--- config.mk ---
export PLATFORM = sky130hd
export DESIGN_NAME = decode_stage
export DESIGN_NICKNAME = d
export VERILOG_FILES = /design/src/rtl/rvcpu_pkg.sv /design/src/rtl/gen_imm.sv /design/src/rtl/decode_stage.sv
export SDC_FILE = /design/constraint.sdc
export NUM_CORES = 1
export LEC_CHECK = 0
export BUFFER_PORTS_ARGS = -buffer_cell sky130_fd_sc_hd__buf_2
export CAP_MARGIN = 20
export CORE_MARGIN = 5
export CORE_UTILIZATION = 29
export CTS_BUF_LIST = sky130_fd_sc_hd__clkbuf_4 sky130_fd_sc_hd__clkbuf_8
export CTS_CLUSTER_DIAMETER = 50
export DETAILED_ROUTE_END_ITERATION = 12
export PLACE_DENSITY = 0.5
export SLEW_MARGIN = 20
export SYNTH_ARGS = -nofsm -noshare
export SYNTH_HDL_FRONTEND = slang
export SYNTH_SLANG_ARGS = --single-unit
export TNS_END_PERCENT = 100
--- constraint.sdc ---
create_clock -name clk -period 2.05 [get_ports clk]
set_clock_uncertainty 0.2 [all_clocks]
set_input_delay 0.1025 -clock clk [delete_from_list [all_inputs] [get_ports clk]]
set_output_delay 0.1025 -clock clk [all_outputs]
set_load 0.01 [all_outputs]
--- src/rtl/rvcpu_pkg.sv ---
// Shared decode types: immediate kinds, opcode constants and the decode payload.
package rvcpu;

    localparam int XLEN = 32;

    // imm_none is zero so a cleared payload register reads as "no immediate".
    typedef enum logic [3:0] {
        imm_none     = 4'd0,
        alu_imm      = 4'd1,
        load_offset  = 4'd2,
        store_offset = 4'd3,
        br_offset    = 4'd4,
        jal_offset   = 4'd5,
        jalr_offset  = 4'd6,
        ui_imm       = 4'd7,
        uimm         = 4'd8
    } imm_type_t;

    localparam logic [6:0] OPC_OP_IMM = 7'b0010011;
    localparam logic [6:0] OPC_LOAD   = 7'b0000011;
    localparam logic [6:0] OPC_STORE  = 7'b0100011;
    localparam logic [6:0] OPC_BRANCH = 7'b1100011;
    localparam logic [6:0] OPC_JAL    = 7'b1101111;
    localparam logic [6:0] OPC_JALR   = 7'b1100111;
    localparam logic [6:0] OPC_LUI    = 7'b0110111;
    localparam logic [6:0] OPC_AUIPC  = 7'b0010111;
    localparam logic [6:0] OPC_SYSTEM = 7'b1110011;
    localparam logic [6:0] OPC_OP     = 7'b0110011;

    typedef struct packed {
        logic [XLEN-1:0] imm;
        imm_type_t       immtype;
        logic [4:0]      rs1;
        logic [4:0]      rs2;
        logic [4:0]      rd;
        logic [XLEN-1:0] pc;
        logic            illegal;
    } decode_payload_t;

    typedef struct packed {
        imm_type_t immtype;
        logic      illegal;
    } opc_class_t;

endpackage

--- src/rtl/gen_imm.sv ---
// Immediate generator: assembles the sign/zero-extended immediate for a given kind.
// Only instr[31:7] carries immediate bits, so the opcode field is not an input.
module gen_imm
    import rvcpu::*;
(
    input  logic [31:7] i_instr,
    input  imm_type_t   i_immtype,
    output logic [31:0] o_imm
);

    // Select the bit-scatter for each immediate format; unknown kinds give 0.
    always_comb begin
        o_imm = '0;
        case (i_immtype)
            alu_imm, load_offset, jalr_offset:
                o_imm = {{20{i_instr[31]}}, i_instr[31:20]};
            store_offset:
                o_imm = {{20{i_instr[31]}}, i_instr[31:25], i_instr[11:7]};
            br_offset:
                o_imm = {{19{i_instr[31]}}, i_instr[31], i_instr[7],
                         i_instr[30:25], i_instr[11:8], 1'b0};
            jal_offset:
                o_imm = {{11{i_instr[31]}}, i_instr[31], i_instr[19:12],
                         i_instr[20], i_instr[30:21], 1'b0};
            ui_imm:
                o_imm = {i_instr[31:12], 12'h000};
            uimm:
                o_imm = {27'h0, i_instr[19:15]};
            default:
                o_imm = '0;
        endcase
    end

endmodule

--- src/rtl/decode_stage.sv ---
// Decode stage: classifies the incoming word, builds its immediate and holds
// the result in a main/skid register pair so in_ready is a plain flop.
module decode_stage
    import rvcpu::*;
#(
    parameter int Width = 32
) (
    input  logic             clk,
    input  logic             rst,
    input  logic             flush,
    input  logic             in_valid,
    output logic             in_ready,
    input  logic [Width-1:0] in_instr,
    input  logic [Width-1:0] in_pc,
    output logic             out_valid,
    input  logic             out_ready,
    output logic [Width-1:0] out_imm,
    output imm_type_t        out_immtype,
    output logic [4:0]       out_rs1,
    output logic [4:0]       out_rs2,
    output logic [4:0]       out_rd,
    output logic [Width-1:0] out_pc,
    output logic             out_illegal
);

    // Encoded as {M.valid, S.valid}; 2'b01 never occurs.
    typedef enum logic [1:0] {
        ST_EMPTY = 2'b00,
        ST_ONE   = 2'b10,
        ST_FULL  = 2'b11
    } skid_state_t;

    skid_state_t     r_state, w_state_nxt;
    logic            r_in_ready;
    decode_payload_t r_m, r_s;
    decode_payload_t w_new;
    opc_class_t      w_cls;
    logic [31:0]     w_imm;
    logic            w_acc, w_ret;
    logic            w_load_m, w_load_s, w_m_from_s;

    function automatic opc_class_t classify(input logic [31:0] instr);
        opc_class_t c;
        c.immtype = imm_none;
        c.illegal = 1'b0;
        case (instr[6:0])
            OPC_OP_IMM: c.immtype = alu_imm;
            OPC_LOAD:   c.immtype = load_offset;
            OPC_STORE:  c.immtype = store_offset;
            OPC_BRANCH: c.immtype = br_offset;
            OPC_JAL:    c.immtype = jal_offset;
            OPC_JALR:   c.immtype = jalr_offset;
            OPC_LUI,
            OPC_AUIPC:  c.immtype = ui_imm;
            OPC_SYSTEM: c.immtype = instr[14] ? uimm : imm_none;
            OPC_OP:     c.immtype = imm_none;
            default:    c.illegal = 1'b1;
        endcase
        if (instr[1:0] != 2'b11) c.illegal = 1'b1;
        return c;
    endfunction

    assign w_cls = classify(in_instr);

    gen_imm u_gen_imm (
        .i_instr   (in_instr[31:7]),
        .i_immtype (w_cls.immtype),
        .o_imm     (w_imm)
    );

    // Pack the decode of the incoming word so it can be captured in one load.
    always_comb begin
        w_new         = '0;
        w_new.imm     = w_imm;
        w_new.immtype = w_cls.immtype;
        w_new.rs1     = in_instr[19:15];
        w_new.rs2     = in_instr[24:20];
        w_new.rd      = in_instr[11:7];
        w_new.pc      = in_pc;
        w_new.illegal = w_cls.illegal;
    end

    assign w_acc = in_valid & r_in_ready;
    assign w_ret = r_state[1] & out_ready;

    // Next occupancy and which payload register loads; flush overrides everything.
    always_comb begin
        w_state_nxt = r_state;
        w_load_m    = 1'b0;
        w_load_s    = 1'b0;
        w_m_from_s  = 1'b0;
        if (flush) begin
            w_state_nxt = ST_EMPTY;
        end else begin
            case (r_state)
                ST_EMPTY: begin
                    if (w_acc) begin
                        w_state_nxt = ST_ONE;
                        w_load_m    = 1'b1;
                    end
                end
                ST_ONE: begin
                    if (w_acc && w_ret) begin
                        w_load_m = 1'b1;
                    end else if (w_acc) begin
                        w_state_nxt = ST_FULL;
                        w_load_s    = 1'b1;
                    end else if (w_ret) begin
                        w_state_nxt = ST_EMPTY;
                    end
                end
                ST_FULL: begin
                    if (w_ret) begin
                        w_state_nxt = ST_ONE;
                        w_m_from_s  = 1'b1;
                    end
                end
                default: w_state_nxt = ST_EMPTY;
            endcase
        end
    end

    // Occupancy register; in_ready is precomputed from the next state.
    always_ff @(posedge clk) begin
        if (rst) begin
            r_state    <= ST_EMPTY;
            r_in_ready <= 1'b1;
        end else begin
            r_state    <= w_state_nxt;
            r_in_ready <= (w_state_nxt != ST_FULL);
        end
    end

    // Payload registers change only on a load, so stalled outputs hold.
    always_ff @(posedge clk) begin
        if (rst) begin
            r_m <= '0;
            r_s <= '0;
        end else begin
            if (w_load_m)        r_m <= w_new;
            else if (w_m_from_s) r_m <= r_s;
            if (w_load_s)        r_s <= w_new;
        end
    end

    assign in_ready    = r_in_ready;
    assign out_valid   = r_state[1];
    assign out_imm     = r_m.imm;
    assign out_immtype = r_m.immtype;
    assign out_rs1     = r_m.rs1;
    assign out_rs2     = r_m.rs2;
    assign out_rd      = r_m.rd;
    assign out_pc      = r_m.pc;
    assign out_illegal = r_m.illegal;

endmodule
==> results of run 1 <==
per-stage QoR:
step	instances	area (um^2)	util	hold WS, ns
after CTS	1353	9290	0.393	0.00936
after global routing	1355	9330	0.395	0.0607
after global placement	1253	8230	0.348	0.145
final	1355	9330	0.395	0.0525
after floorplan	822	6980	-	-0.0182
after detailed placement	1253	8230	0.348	0.141
metal layers:
layer  track usage  up-vias
met1         0.218     3146
met2         0.262      128
li1              -     3345
met3        0.0261       19
met5             0        -
met4        0.0439        0
cell usage after synthesis (2+ instances only):
library cell,n,area (um^2)
clkbuf_1,37,139
or3_1,2,12.5
nor3_2,3,30.0
dfxtp_1,171,3420
nor2b_1,9,56.3
o21ai_0,3,15.0
nand3_1,3,15.0
nand2_1,212,796
inv_1,3,11.3
nand3b_1,4,30.0
nand4bb_1,3,33.8
a221oi_2,4,60.1
nor2_1,24,90.1
buf_2,26,130
mux2i_1,11,110
a211o_1,11,96.3
a311oi_1,4,35.0
a2bb2oi_1,10,87.6
nand4b_1,3,26.3
a21oi_1,128,641
a21oi_2,2,17.5
o211ai_1,13,97.6
a221oi_1,10,87.6
a211oi_1,19,143
or3b_1,3,26.3
buf_1,5,18.8
a31oi_1,7,43.8
a22oi_1,59,443
nor3_1,8,40.0
cells by family (layout without fill, tap and decap cells):
| logic type | Yosys count | count (layout) |
|---|---|---|
| buf+inv | 73 | 287 |
| simple gates | 287 | 287 |
| compound gates | 279 | 279 |
| xor+xnor | 1 | 1 |
| mux | 11 | 11 |
| flops | 171 | 171 |
state kept, by name, indices dropped and copies added, names as in the netlist, 2 cells and up:
register     flops
r_s             84
out_immtype      4
out_rs1          5
out_rd           5
out_imm         32
out_rs2          5
out_pc          32
r_state          2
power groups by stage:
| stage | combinational, mW | clock, mW | sequential (mW) |
|---|---|---|---|
| 6_report | 0.711 | 2.37 | 3.45 |
| 5_1_grt | 0.781 | 2.62 | 3.46 |
| 4_1_cts | 0.715 | 2.47 | 3.45 |
| 3_5_place_dp | 0.615 | 0 | 3.53 |
| 3_3_place_gp | 0.616 | 0 | 3.52 |
| 2_1_floorplan | 0.281 | 0 | 3.55 |
critical path, cell delays in order:
cell and delay [ns]:
dlygate4sd3_1 0.53, buf_2 0.16, nand4bb_1 0.20, a211oi_4 0.28
dlygate4sd3_1 0.59, nor2_1 0.04, a211oi_1 0.22
path summary, 6_finish.rpt:
kind | start | end | slack [ns] | cells past startpoint
worst max-delay path | in_instr[1] | r_s[83] | 0.11 | 7
worst min-delay path | in_instr[3] | out_imm[11] | 0.05 | 5
worst max register to register | r_state[0] | out_rd[2] | 0.17 | 6
worst min register to register | out_pc[23] | out_pc[23] | 0.26 | 2
cell type report:
type / count / area, um^2
multi-input cells: 578 / 3290
repair buffers: 252 / 1820
well taps: 319 / 399
inverters: 3 / 11.3
clock buffers: 21 / 277
fillers: 2413 / 14300
flip-flops and latches: 171 / 3420
clock inverters: 11 / 109
timing repair:
item                                    CTS  global route
setup buffers                             0             2
endpoints found under the setup margin    0            21
hold buffers                             68             0
hold endpoints to repair                161             0
gates resized for setup                   0             5
==> impl_metrics.env, run 1 <==
export IMPL_fin_ws_ns=0.109
export IMPL_grt_pass1_wl_mm=34.5
export IMPL_cts_path_max_buffers=2
export IMPL_syn_inst=822
export IMPL_final_setup_tns_ns=0
export IMPL_io_pins=155
export IMPL_rows=56
export IMPL_antenna_found_initial=0
export IMPL_p_switching_mw=1.74
export IMPL_syn_area_um2=6980
export IMPL_synth_top_family_by_area="compound AO/OA/AOI/OAI gates"
export IMPL_rsz0062_at_grt="no"
export IMPL_chipHeight_um=165
export IMPL_detail_route_wirelength_mm=22.1
export IMPL_die_width_um=165
export IMPL_synth_area_mux_share=0.0158
export IMPL_wl_met2_mm=10.6
export IMPL_syn_area_per_cell_um2=8.49
export IMPL_synth_cell_type_count=54
export IMPL_synth_nets=891
export IMPL_cts_made_buffers=17
export IMPL_power_share_switching=0.267
export IMPL_total_leakage_power_nw=3.59
export IMPL_status="finished, final reports clean"
export IMPL_pwr_share_comb=0.109
export IMPL_synth_xor_area_frac=0.00125
export IMPL_synth_compound_area_frac=0.266
export IMPL_grt_max_degree=59
export IMPL_start_util=0.296
export IMPL_finalWeightedCongestion=0.728
export IMPL_pre_cts_slack_ns=0.0719
export IMPL_path_class="in -> reg"
export IMPL_yosys_warnings=0
export IMPL_tritoncts="done"
export IMPL_synth_simple_area_share=0.181
export IMPL_drive_gt1_frac=0.232
export IMPL_synth_edf_count=0
export IMPL_insertion_delay_ns=0.45
export IMPL_endpoint_kind="flip-flop"
export IMPL_drv_slew=0
export IMPL_ant_nets=0
export IMPL_core_area_um2=23600
export IMPL_dp_hpwl_mm=14.4
export IMPL_clkPwrFrac=0.363
export IMPL_area_growth_pct=33.6
export IMPL_ir_drop_mv=0.431
export IMPL_dr_pass1_iters=5
export IMPL_post_drt_wl_per_cell_um=16.3
export IMPL_final_nets=1092
export IMPL_critPathRequiredTime_ns=2.22
export IMPL_clock_fmax_mhz=515
export IMPL_synth_seq_cells=171
export IMPL_via_per_inst=4.90
export IMPL_cp_max_fo=5
export IMPL_cts_root_buf="clkbuf_8"
export IMPL_setup_viol=0
export IMPL_critPathArrivalTime_ns=2.12
export IMPL_grt_pass1_vias=6331
export IMPL_wl_met3_um=849
export IMPL_cts_sinks=171
export IMPL_num_antenna_cells=0
export IMPL_highest_layer="met4"
export IMPL_final_common_cell="nand2_1"
export IMPL_maxCapViolCount=0
export IMPL_period_share=0.947
export IMPL_power_frac_seq=0.528
export IMPL_layout_common_cells="211 x nand2_1, 171 x dfxtp_1, 153 x buf_2"
export IMPL_slew_headroom=0.587
export IMPL_synthArstFlopShare=0
export IMPL_p_int_mw=4.79
export IMPL_p_per_area_nw_per_um2=700
export IMPL_total_power_mw=6.53
export IMPL_dieArea_um2=27300
export IMPL_synthAdderAreaFrac=0
export IMPL_via_count=6638
export IMPL_ctsHtreeMaxLevel=4
export IMPL_hold_class="in -> reg"
export IMPL_hold_viol_final=0
export IMPL_clk_pin_slew_ns=0.09
export IMPL_drc=0
export IMPL_drt_iter0_markers=453
export IMPL_min_period_ns=1.94
export IMPL_met1_length_mm=10.4
export IMPL_overflow=0
export IMPL_yosysSeqAreaShare=0.490
export IMPL_max_slew_worst_pin_slew_ns=0.620
export IMPL_grt_use_total=0.160
export IMPL_port_buffers=154
export IMPL_synth_ff_type="dfxtp_1"
export IMPL_start_kind="input pin"
Note: power is estimated with default switching activity, not from simulation.
==> inputs of run 2 (changes only) <==
--- a/config.mk
+++ b/config.mk
@@ -12,7 +12,7 @@
 export CTS_BUF_LIST = sky130_fd_sc_hd__clkbuf_4 sky130_fd_sc_hd__clkbuf_8
 export CTS_CLUSTER_DIAMETER = 50
 export DETAILED_ROUTE_END_ITERATION = 12
-export PLACE_DENSITY = 0.5
+export PLACE_DENSITY = 0.58
 export SLEW_MARGIN = 20
 export SYNTH_ARGS = -nofsm -noshare
 export SYNTH_HDL_FRONTEND = slang
==> constraint.sdc (replaced) <==
create_clock -name clk -period 2.05 [get_ports clk]
set_clock_uncertainty 0.2 [all_clocks]
set_input_delay 0.205 -clock clk [delete_from_list [all_inputs] [get_ports clk]]
set_output_delay 0.205 -clock clk [all_outputs]
set_load 0.01 [all_outputs]
==> run 2 against run 1 <==
  * Global-route usage is 0.064 points lower
  * Setup slack better by 0.013 ns
  * Sequential share of layout area up 0.51 points
  * Non-clock buffer count down 11
  * Critical path depth rose by 1
  * Sequential cell count did not move
  * Final area is 1.4% lower
  * Clock power barely moved
  * Count of clock-buffer cells in the layout decreased by 3
  * Routed wire length down 0.59%
  * Largest power group unchanged
==> impl_metrics.env, run 2 (same netlist as run 1, synthesis figures left out) <==
export IMPL_status="finished, final reports clean"
export IMPL_top_register="r_s"
export IMPL_critPathArrivalTime_ns=2.11
export IMPL_dr_pass1_iters=5
export IMPL_grt_max_degree=93
export IMPL_clkPwrFrac=0.367
export IMPL_rsz0062_at_grt="no"
export IMPL_ctsHtreeMaxLevel=4
export IMPL_cts_sinks=171
export IMPL_hold_ws_ns=0.0569
export IMPL_p_int_mw=4.82
export IMPL_drive_gt1_frac=0.228
export IMPL_num_antenna_cells=0
export IMPL_pwr_share_comb=0.106
export IMPL_period_share=0.940
export IMPL_min_period_ns=1.93
export IMPL_hold_class="in -> reg"
export IMPL_grt_pass1_vias=6414
export IMPL_final_nets=1081
export IMPL_clock_fmax_mhz=519
export IMPL_core_area_um2=23600
export IMPL_power_frac_seq=0.527
export IMPL_start_util=0.296
export IMPL_overflow=0
export IMPL_finalWeightedCongestion=0.751
export IMPL_maxCapViolCount=0
export IMPL_io_pins=155
export IMPL_grt_pass1_wl_mm=34.7
export IMPL_clk_pin_slew_ns=0.09
export IMPL_insertion_delay_ns=0.46
export IMPL_drc=0
export IMPL_worstHoldPathCells=4
export IMPL_slew_headroom=0.625
export IMPL_p_per_area_nw_per_um2=711
export IMPL_antenna_found_initial=0
export IMPL_dp_hpwl_mm=14.1
export IMPL_detail_route_wirelength_mm=22.0
export IMPL_via_count=6634
export IMPL_max_slew_worst_pin_slew_ns=0.563
export IMPL_drv_slew=0
export IMPL_drt_iter0_markers=430
export IMPL_cts_path_max_buffers=2
export IMPL_rrSetupSlack_ns=0.17
export IMPL_area_growth_pct=31.7
export IMPL_total_power_mw=6.54
export IMPL_setup_viol=0
export IMPL_post_drt_wl_per_cell_um=16.4
export IMPL_cp_max_fo=49
export IMPL_tritoncts="done"
export IMPL_largest_register_ffs=84
export IMPL_cts_root_buf="clkbuf_8"
export IMPL_via_per_inst=4.94
export IMPL_dieArea_um2=27300
export IMPL_utilization=0.390
export IMPL_grt_use_total=0.159
export IMPL_final_setup_tns_ns=0
export IMPL_cts_setup_buffers=0
export IMPL_placed_area_um2=8190
export IMPL_start_kind="input pin"
export IMPL_final_common_cell="nand2_1"
export IMPL_port_buffers=154
export IMPL_reg2reg_depth=4
export IMPL_p_switching_mw=1.72
export IMPL_total_leakage_power_nw=3.53
export IMPL_critPathRequiredTime_ns=2.23
export IMPL_chipHeight_um=165
export IMPL_cts_made_buffers=17
export IMPL_rows=56
export IMPL_ir_drop_mv=0.391
export IMPL_endpoint_kind="flip-flop"
export IMPL_layout_common_cells="211 x nand2_1, 171 x dfxtp_1, 153 x buf_2"
export IMPL_die_width_um=165
export IMPL_path_class="in -> reg"
export IMPL_ant_nets=0
export IMPL_finish_instance_area_um2=9200
export IMPL_power_share_switching=0.263
export IMPL_hold_viol_final=0
## run 2: cell types whose count changed in the layout (fill, tap and decap cells not counted), moves of 2 or more
cell / delta
buf_4: -2
clkbuf_4: -2
clkinvlp_4: -2
buf_12: -2
dlygate4sd3_1: -7
## run 2: power groups by stage
stage | logic (mW) | clock network, mW | registers, mW
floorplan | 0.281 | 0 | 3.55
global placement | 0.600 | 0 | 3.52
detailed placement | 0.602 | 0 | 3.53
CTS | 0.694 | 2.49 | 3.45
global route | 0.761 | 2.64 | 3.46
finish | 0.691 | 2.40 | 3.45
## run 2: metal layers
metal | global-route usage | part of all wire
met1 | 0.213 | 0.47
met2 | 0.262 | 0.48
met3 | 0.0372 | 0.045
met4 | 0.0359 | 0.012
met5 | 0 | 0
## run 2: worst max-delay path: stages
cell and delay [ns]:
dlygate4sd3_1 0.53, buf_2 0.15, nand4bb_2 0.35, nor2_4 0.16, buf_12 0.23, buf_12 0.21
nand2_1 0.07, a21oi_1 0.13
## run 2: layout make-up
type	count	area (um^2)
clock buffer	18	248
clock inverter	12	138
fill	2420	14400
inverter	3	11.3
multi-input combinational	578	3290
sequential	171	3420
tap	319	399
timing repair buffer	241	1690
## run 2: worst paths after layout
check                 to        start
max              r_s[11]        flush
min              r_s[49]  in_instr[3]
max reg2reg  out_imm[26]   r_state[1]
min reg2reg    out_rd[0]    out_rd[0]
## run 2: what timing repair did
item | 4_1_cts | 5_1_grt
hold buffers | 61 | 0
hold endpoints to repair | 150 | 0
resized for setup | 0 | 4
setup endpoints to repair | 0 | 34
## run 2: through the flow
stage | setup WS, ns | std cells
finish | 0.122 | 1342
global route | 0.0318 | 1342
CTS | 0.0377 | 1342
detailed placement | 0.0821 | 1251
global placement | 0.0906 | 1251
floorplan | 0.356 | 822
